[config.mk]
export PLATFORM = sky130hd
export DESIGN_NAME = ahb_gpio
export DESIGN_NICKNAME = d
export VERILOG_FILES = /design/src/rtl/ahb_gpio_pkg.sv /design/src/rtl/gpio_sync.sv /design/src/rtl/ahb_gpio.sv
export SDC_FILE = /design/constraint.sdc
export NUM_CORES = 1
export LEC_CHECK = 0
export CORE_ASPECT_RATIO = 2
export CORE_MARGIN = 1.5
export CORE_UTILIZATION = 40
export DETAILED_ROUTE_END_ITERATION = 10
export PLACE_DENSITY = 0.67
export REMOVE_ABC_BUFFERS = 1
export SYNTH_ARGS = -nofsm -noshare
export SYNTH_HDL_FRONTEND = slang
export SYNTH_HIERARCHICAL = 1
export SYNTH_SLANG_ARGS = --single-unit
[constraint.sdc]
create_clock -name HCLK -period 2.8 [get_ports HCLK]
set_input_delay 0.56 -clock HCLK [delete_from_list [all_inputs] [get_ports HCLK]]
set_output_delay 0.56 -clock HCLK [all_outputs]
set_load 0.01 [all_outputs]
[src/rtl/ahb_gpio_pkg.sv]
// Shared definitions for the AHB-lite GPIO block.
// Holds the register byte offsets, the AHB HTRANS/HRESP encodings, the
// response FSM state type and the byte-lane helper used by the write path.
package ahb_gpio_pkg;

  // Register byte offsets (word aligned)
  localparam logic [11:0] OFS_DATA_IN    = 12'h000;
  localparam logic [11:0] OFS_DATA_OUT   = 12'h004;
  localparam logic [11:0] OFS_DIR        = 12'h008;
  localparam logic [11:0] OFS_OUT_SET    = 12'h00C;
  localparam logic [11:0] OFS_OUT_CLR    = 12'h010;
  localparam logic [11:0] OFS_IRQ_EN     = 12'h014;
  localparam logic [11:0] OFS_IRQ_TYPE   = 12'h018;
  localparam logic [11:0] OFS_IRQ_POL    = 12'h01C;
  localparam logic [11:0] OFS_IRQ_STATUS = 12'h020;

  // AHB encodings
  localparam logic [1:0] HTRANS_IDLE   = 2'b00;
  localparam logic [1:0] HTRANS_BUSY   = 2'b01;
  localparam logic [1:0] HTRANS_NONSEQ = 2'b10;
  localparam logic [1:0] HTRANS_SEQ    = 2'b11;
  localparam logic       HRESP_OKAY    = 1'b0;
  localparam logic       HRESP_ERROR   = 1'b1;

  // Response FSM: OKAY traffic stays in ST_IDLE, a rejected access walks
  // through the two-cycle AHB error response.
  typedef enum logic [1:0] {
    ST_IDLE = 2'd0,
    ST_ERR1 = 2'd1,
    ST_ERR2 = 2'd2
  } state_e;

  // Little-endian byte enables for a transfer of 2**size bytes at addr[1:0].
  // Word and larger sizes enable all four lanes.
  function automatic logic [3:0] byte_lanes(input logic [2:0] size,
                                            input logic [1:0] lo);
    case (size)
      3'd0:    byte_lanes = 4'b0001 << lo;
      3'd1:    byte_lanes = lo[1] ? 4'b1100 : 4'b0011;
      default: byte_lanes = 4'b1111;
    endcase
  endfunction

endpackage

[src/rtl/gpio_sync.sv]
// Multi-flop synchroniser for asynchronous pad inputs.
// Ports:
//   clk   - clock
//   rst   - synchronous active-high reset, clears every stage
//   din   - asynchronous input bus (WIDTH bits)
//   dout  - synchronised bus, STAGES clocks behind din
module gpio_sync #(
  parameter int WIDTH  = 8,
  parameter int STAGES = 2
) (
  input  logic             clk,
  input  logic             rst,
  input  logic [WIDTH-1:0] din,
  output logic [WIDTH-1:0] dout
);

  logic [WIDTH-1:0] chain [STAGES];

  always_ff @(posedge clk) begin
    if (rst) begin
      for (int i = 0; i < STAGES; i++) chain[i] <= '0;
    end else begin
      chain[0] <= din;
      for (int i = 1; i < STAGES; i++) chain[i] <= chain[i-1];
    end
  end

  assign dout = chain[STAGES-1];

endmodule

[src/rtl/ahb_gpio.sv]
// AHB-lite GPIO slave with per-pin direction, set/clear helpers and
// level/edge interrupts.
// Ports:
//   HCLK, HRESET            - clock, synchronous active-high reset
//   HSEL..HWDATA            - AHB-lite slave address/data phase inputs
//   HREADYOUT, HRDATA, HRESP- AHB-lite slave response
//   gpio_i                  - asynchronous pad inputs
//   gpio_o, gpio_oe         - pad data and pad output enable (1 = drive)
//   irq                     - registered OR of enabled pending interrupts
//   fsm_state               - response FSM state, for observation
// Handshake: an address phase is taken when HSEL, HREADY and HTRANS[1] are
// all high; the data phase follows in the next cycle. OKAY transfers have
// zero wait states. A rejected access gets HREADYOUT=0/HRESP=1 then
// HREADYOUT=1/HRESP=1 and has no side effects.
module ahb_gpio
  import ahb_gpio_pkg::*;
#(
  parameter int NGPIO       = 8,
  parameter int SYNC_STAGES = 2
) (
  input  logic             HCLK,
  input  logic             HRESET,
  input  logic             HSEL,
  input  logic [11:0]      HADDR,
  input  logic [1:0]       HTRANS,
  input  logic [2:0]       HSIZE,
  input  logic             HWRITE,
  input  logic             HREADY,
  input  logic [31:0]      HWDATA,
  output logic             HREADYOUT,
  output logic [31:0]      HRDATA,
  output logic             HRESP,
  input  logic [NGPIO-1:0] gpio_i,
  output logic [NGPIO-1:0] gpio_o,
  output logic [NGPIO-1:0] gpio_oe,
  output logic             irq,
  output state_e           fsm_state
);

  logic [NGPIO-1:0] sync_in, sync_hist, rise, fall, edge_set, w1c, status_nxt;
  logic [NGPIO-1:0] data_out, dir, irq_en, irq_type, irq_pol, irq_status;
  logic [NGPIO-1:0] wmask, wbits, rd_val;
  logic [3:0]       lanes;
  logic             hist_valid, wr_en;
  logic             dp_valid, dp_write;
  logic [11:0]      dp_ofs;
  logic [1:0]       dp_lo;
  logic [2:0]       dp_size;
  logic             addr_accept, addr_bad;
  state_e           state, state_nxt;

  gpio_sync #(.WIDTH(NGPIO), .STAGES(SYNC_STAGES)) u_sync (
    .clk  (HCLK),
    .rst  (HRESET),
    .din  (gpio_i),
    .dout (sync_in)
  );

  // Address phase decode and error FSM next state. The ST_ERR1 guard
  // drops any address phase offered while HREADY is held low by our
  // own first error cycle.
  always_comb begin
    addr_accept = HSEL && HREADY && (state != ST_ERR1) &&
                  ((HTRANS == HTRANS_NONSEQ) || (HTRANS == HTRANS_SEQ));
    // Offsets are judged by word, so byte lanes of IRQ_STATUS are legal.
    addr_bad    = (HADDR[11:2] > OFS_IRQ_STATUS[11:2]) ||
                  ((HSIZE >= 3'd2) && (HADDR[1:0] != 2'b00));
    state_nxt   = ST_IDLE;
    if (state == ST_ERR1)              state_nxt = ST_ERR2;
    else if (addr_accept && addr_bad)  state_nxt = ST_ERR1;
  end

  always_ff @(posedge HCLK) begin
    if (HRESET) begin
      state     <= ST_IDLE;
      HREADYOUT <= 1'b1;
      HRESP     <= HRESP_OKAY;
      dp_valid  <= 1'b0;
      dp_write  <= 1'b0;
      dp_ofs    <= '0;
      dp_lo     <= '0;
      dp_size   <= '0;
    end else begin
      state     <= state_nxt;
      HREADYOUT <= (state_nxt != ST_ERR1);
      HRESP     <= (state_nxt == ST_IDLE) ? HRESP_OKAY : HRESP_ERROR;
      dp_valid  <= addr_accept && !addr_bad;
      if (addr_accept) begin
        dp_write <= HWRITE;
        dp_ofs   <= {HADDR[11:2], 2'b00};
        dp_lo    <= HADDR[1:0];
        dp_size  <= HSIZE;
      end
    end
  end

  assign fsm_state = state;

  // Data phase write lanes, expanded from bytes to implemented bits
  always_comb begin
    lanes = byte_lanes(dp_size, dp_lo);
    wmask = '0;
    for (int i = 0; i < NGPIO; i++) wmask[i] = lanes[i/8];
    wbits = HWDATA[NGPIO-1:0] & wmask;
    wr_en = dp_valid && dp_write;
  end

  always_ff @(posedge HCLK) begin
    if (HRESET) begin
      data_out <= '0;
      dir      <= '0;
      irq_en   <= '0;
      irq_type <= '0;
      irq_pol  <= '0;
    end else if (wr_en) begin
      case (dp_ofs)
        OFS_DATA_OUT: data_out <= (data_out & ~wmask) | wbits;
        OFS_DIR:      dir      <= (dir & ~wmask) | wbits;
        OFS_OUT_SET:  data_out <= data_out | wbits;
        OFS_OUT_CLR:  data_out <= data_out & ~wbits;
        OFS_IRQ_EN:   irq_en   <= (irq_en & ~wmask) | wbits;
        OFS_IRQ_TYPE: irq_type <= (irq_type & ~wmask) | wbits;
        OFS_IRQ_POL:  irq_pol  <= (irq_pol & ~wmask) | wbits;
        default: ;
      endcase
    end
  end

  // Interrupt status. Edge bits are sticky and W1C, with a new edge
  // winning over a same-cycle clear. Level bits simply follow the pin.
  // hist_valid masks the first cycle out of reset so the history flop's
  // reset value cannot fake an edge.
  always_comb begin
    rise       = sync_in & ~sync_hist;
    fall       = ~sync_in & sync_hist;
    edge_set   = hist_valid ? (irq_type & ((irq_pol & rise) | (~irq_pol & fall))) : '0;
    w1c        = (wr_en && (dp_ofs == OFS_IRQ_STATUS)) ? wbits : '0;
    status_nxt = (irq_type & ((irq_status & ~w1c) | edge_set)) |
                 (~irq_type & ~(sync_in ^ irq_pol));
  end

  always_ff @(posedge HCLK) begin
    if (HRESET) begin
      sync_hist  <= '0;
      hist_valid <= 1'b0;
      irq_status <= '0;
      irq        <= 1'b0;
    end else begin
      sync_hist  <= sync_in;
      hist_valid <= 1'b1;
      irq_status <= status_nxt;
      irq        <= |(irq_status & irq_en);
    end
  end

  // Read data is driven only during an OKAY read data phase
  always_comb begin
    rd_val = '0;
    case (dp_ofs)
      OFS_DATA_IN:    rd_val = sync_in;
      OFS_DATA_OUT:   rd_val = data_out;
      OFS_DIR:        rd_val = dir;
      OFS_IRQ_EN:     rd_val = irq_en;
      OFS_IRQ_TYPE:   rd_val = irq_type;
      OFS_IRQ_POL:    rd_val = irq_pol;
      OFS_IRQ_STATUS: rd_val = irq_status;
      default:        rd_val = '0;
    endcase
    HRDATA = '0;
    if (dp_valid && !dp_write) HRDATA[NGPIO-1:0] = rd_val;
  end

  assign gpio_o  = data_out;
  assign gpio_oe = dir;

  // Bits that are legitimately ignored for narrow NGPIO
  logic unused_bits;
  assign unused_bits = ^{HWDATA, lanes};

endmodule

==> impl_metrics.json <==
{
  "powerDensity_nw_per_um2": 497,
  "rr_worst_depth": 6,
  "place.gp.congestion": 0.872,
  "synth_ff_type": "dfxtp_1",
  "io_buffers": 65,
  "outcome": "finished clean",
  "num_vias": 4195,
  "multi_input_area_um2": 2430,
  "avgSynthCellArea_um2": 8.82,
  "first_pass_iters": 6,
  "synth_area_leaders": "dfxtp_1 (41%), nand2_1 (5.4%), buf_4 (5.2%)",
  "p_total_w": 0.00290,
  "grt.overflow.total": 0,
  "ys_async_sr_fraction_pct": 0,
  "start_util_pct": 41.0,
  "crit_path_start_kind": "flip-flop",
  "cts_sinks": 95,
  "grt_setup_unrepaired": "true",
  "drv_cap": 0,
  "crit_path_max_incr_delay_ns": 0.56,
  "grt_pass1_wl_mm": 21.0,
  "holdBufCountCts": 0,
  "wl_per_cell_um": 17.4,
  "antenna_found_initial": 0,
  "finalClockSkew_ns": 0.00485,
  "seq_area_frac_synth_pct": 41.1,
  "hold_path.class": "flip-flop to flip-flop",
  "num_io_pins": 115,
  "synth_cell_type_count": 49,
  "dieHeight_um": 155,
  "timing.rr.start": "dp_ofs[8]$_SDFFE_PP0P_",
  "whs_endpoint": "u_sync/chain[0][11]$_SDFF_PP0_",
  "track_usage_pct": 22.3,
  "finalMaxSlewViolations": 0,
  "rows": 55,
  "ir_drop_uv": 359,
  "crit_arrival_ns": 2.20,
  "critPathKind": "flip-flop to output pin",
  "grt_max_degree": 52,
  "slew_headroom_pct": 22.9,
  "yosysTopAreaCell": "dfxtp_1",
  "fill_cells": 1097,
  "netlist_top_cells_count": "dfxtp_1 (95), nand2_1 (67), a21oi_1 (46)",
  "yosysWarnings": 6,
  "clk_pin_slew_ns": 0.06,
  "netlist_area_um2": 4620,
  "postSynthCellCount": 524,
  "drt-initial-drc-count": 425,
  "dieArea_um2": 12200,
  "leakage_nw": 2.15,
  "area.sequential_um2": 1900,
  "grt_pass1_vias": 4176,
  "hold_depth": 1,
  "syn2layout_area_growth_pct": 26.3,
  "nets": 665,
  "cts_root_buffer": "clkbuf_16",
  "drive_gt1_share_pct": 18.6,
  "drcViolationCount": 0,
  "finalHoldViolCount": 0,
  "post-place-ws_ns": -0.0602,
  "htreeDepth": 3,
  "min_from": "u_sync/chain[0][3]$_SDFF_PP0_",
  "synth.top_cell.area_share_pct": 41.1,
  "ys_seq_elements": 95,
  "final_util_pct": 51.7,
  "cp_slowest_cell": "or4b_4",
  "ant_nets": 0,
  "clockBufferDepth": 2,
  "design.core.area_um2": 11300,
  "crit_required_ns": 2.24,
  "worstPathMaxFanout": 6,
  "timing.final.crit_share_pct": 98.6,
  "wl_mm": 13.1,
  "setup_ws_ns": 0.0388,
  "setup_viol": 0,
  "cts_inserted_buffers": 9,
  "vias_per_cell": 5.60,
  "die_x_um": 79.0,
  "r2r_slack_ns": 0.41,
  "worst_skew_pair.late_latency_ns": 0.35,
  "num_antenna_cells": 0,
  "max_freq_mhz": 362,
  "crit_chain": "or4b_4 > nor3_4 > buf_6 > buf_4 > a22oi_1 > a31oi_2 > buf_2",
  "cts_tree": "yes",
  "worst_setup_path_end_kind": "output pin",
  "place_hpwl_mm": 9.15,
  "synth_edf_count": 0,
  "worst_pin_slew_ns": 1.15,
  "yosysMostFrequentCell": "dfxtp_1",
  "post-route-min-period_ns": 2.76
}
[area by class of cell]
type | count | share of cell area, %
repair buffers | 111 | 17.0
well taps | 142 | 3.04
clock inverters | 3 | 0.300
clock buffers | 12 | 4.57
flip-flops and latches | 95 | 32.6
inverters | 12 | 0.772
multi-input cells | 374 | 41.7
[worst max path at each step]
| stage | startpoint | endpoint | slack [ns] | cells past startpoint |
|---|---|---|---|---|
| 2_1_floorplan | dp_ofs[2]$_SDFFE_PP0P_ | HRDATA[1] | 0.16 | 4 |
| 3_3_place_gp | dp_ofs[2]$_SDFFE_PP0P_ | HRDATA[4] | -0.06 | 6 |
| 3_5_place_dp | dp_ofs[2]$_SDFFE_PP0P_ | HRDATA[7] | -0.06 | 6 |
| 4_1_cts | dp_ofs[4]$_SDFFE_PP0P_ | HRDATA[4] | 0.005 | 7 |
| 5_1_grt | dp_ofs[4]$_SDFFE_PP0P_ | HRDATA[7] | -0.05 | 8 |
| 6_report | dp_ofs[2]$_SDFFE_PP0P_ | HRDATA[7] | 0.04 | 7 |
[cells in the final DEF, fill, tap and decap left out, types with 6 or more instances in the layout]
cell type,instances
buf_2,7
and2b_2,6
o22ai_1,11
a22oi_1,16
clkdlybuf4s50_1,56
o21ai_0,11
conb_1,24
nand2b_1,9
dfxtp_1,93
xnor2_1,8
nor2b_1,13
nand2_1,67
nor2_1,7
a221o_1,8
a21oi_1,45
mux2i_1,20
inv_1,11
a21boi_0,16
nand4_1,21
o31ai_1,25
nor3_1,9
mux2_2,12
nor2b_2,7
buf_4,40
clkbuf_16,9
[where the power goes]
part	total, W	leakage, nW	internal, W	switching [W]
Combinational	0.000309	1.24	0.000145	0.000163
Sequential	0.00141	0.775	0.00138	0.0000264
Clock	0.00118	0.140	0.000667	0.000516
[layer usage]
layer | routed length, um | part of all wire (%) | up-vias | global-route usage [%]
met5 | 0 | 0 | - | 0
met4 | 709 | 5.4 | 0 | 13.4
met3 | 700 | 5.4 | 48 | 5.16
met2 | 6790 | 52 | 176 | 39.0
met1 | 4860 | 37 | 1967 | 23.8
li1 | - | - | 2004 | -
[critical path, delay by kind of cell (launching register included)]
family                 cells  cell delay, ns
buffers and inverters      3            0.43
AO/OA/AOI/OAI              2            0.28
AND/OR/NAND/NOR            2            0.78
flip-flops                 1            0.34
[what timing repair did]
item,CTS,global route
resized for setup,32,16
pin swaps,6,8
setup buffers,6,4
setup endpoints to repair,8,8
[stage by stage]
step	setup TNS [ns]	std cells	hold slack, ns	area [um^2]
floorplan	0	481	0.414	4320
finish	0	749	0.439	5840
CTS	0	745	0.442	5770
global route	-0.0739	749	0.456	5840
detailed placement	-0.261	724	0.427	5430
global placement	-0.177	724	0.418	5430
[kinds of logic after synthesis]
logic type                Yosys count  share of synthesized area [%]
muxes                              32                           7.25
other                               1                         0.0811
DFF                                95                           41.1
xor gates and xnor gates            8                           1.52
and+or+nand+nor                   164                           19.8
buffers and inverters              78                           9.31
AOI/OAI and AO/OA                 146                           20.9
Power figures use the tool's default switching activity.
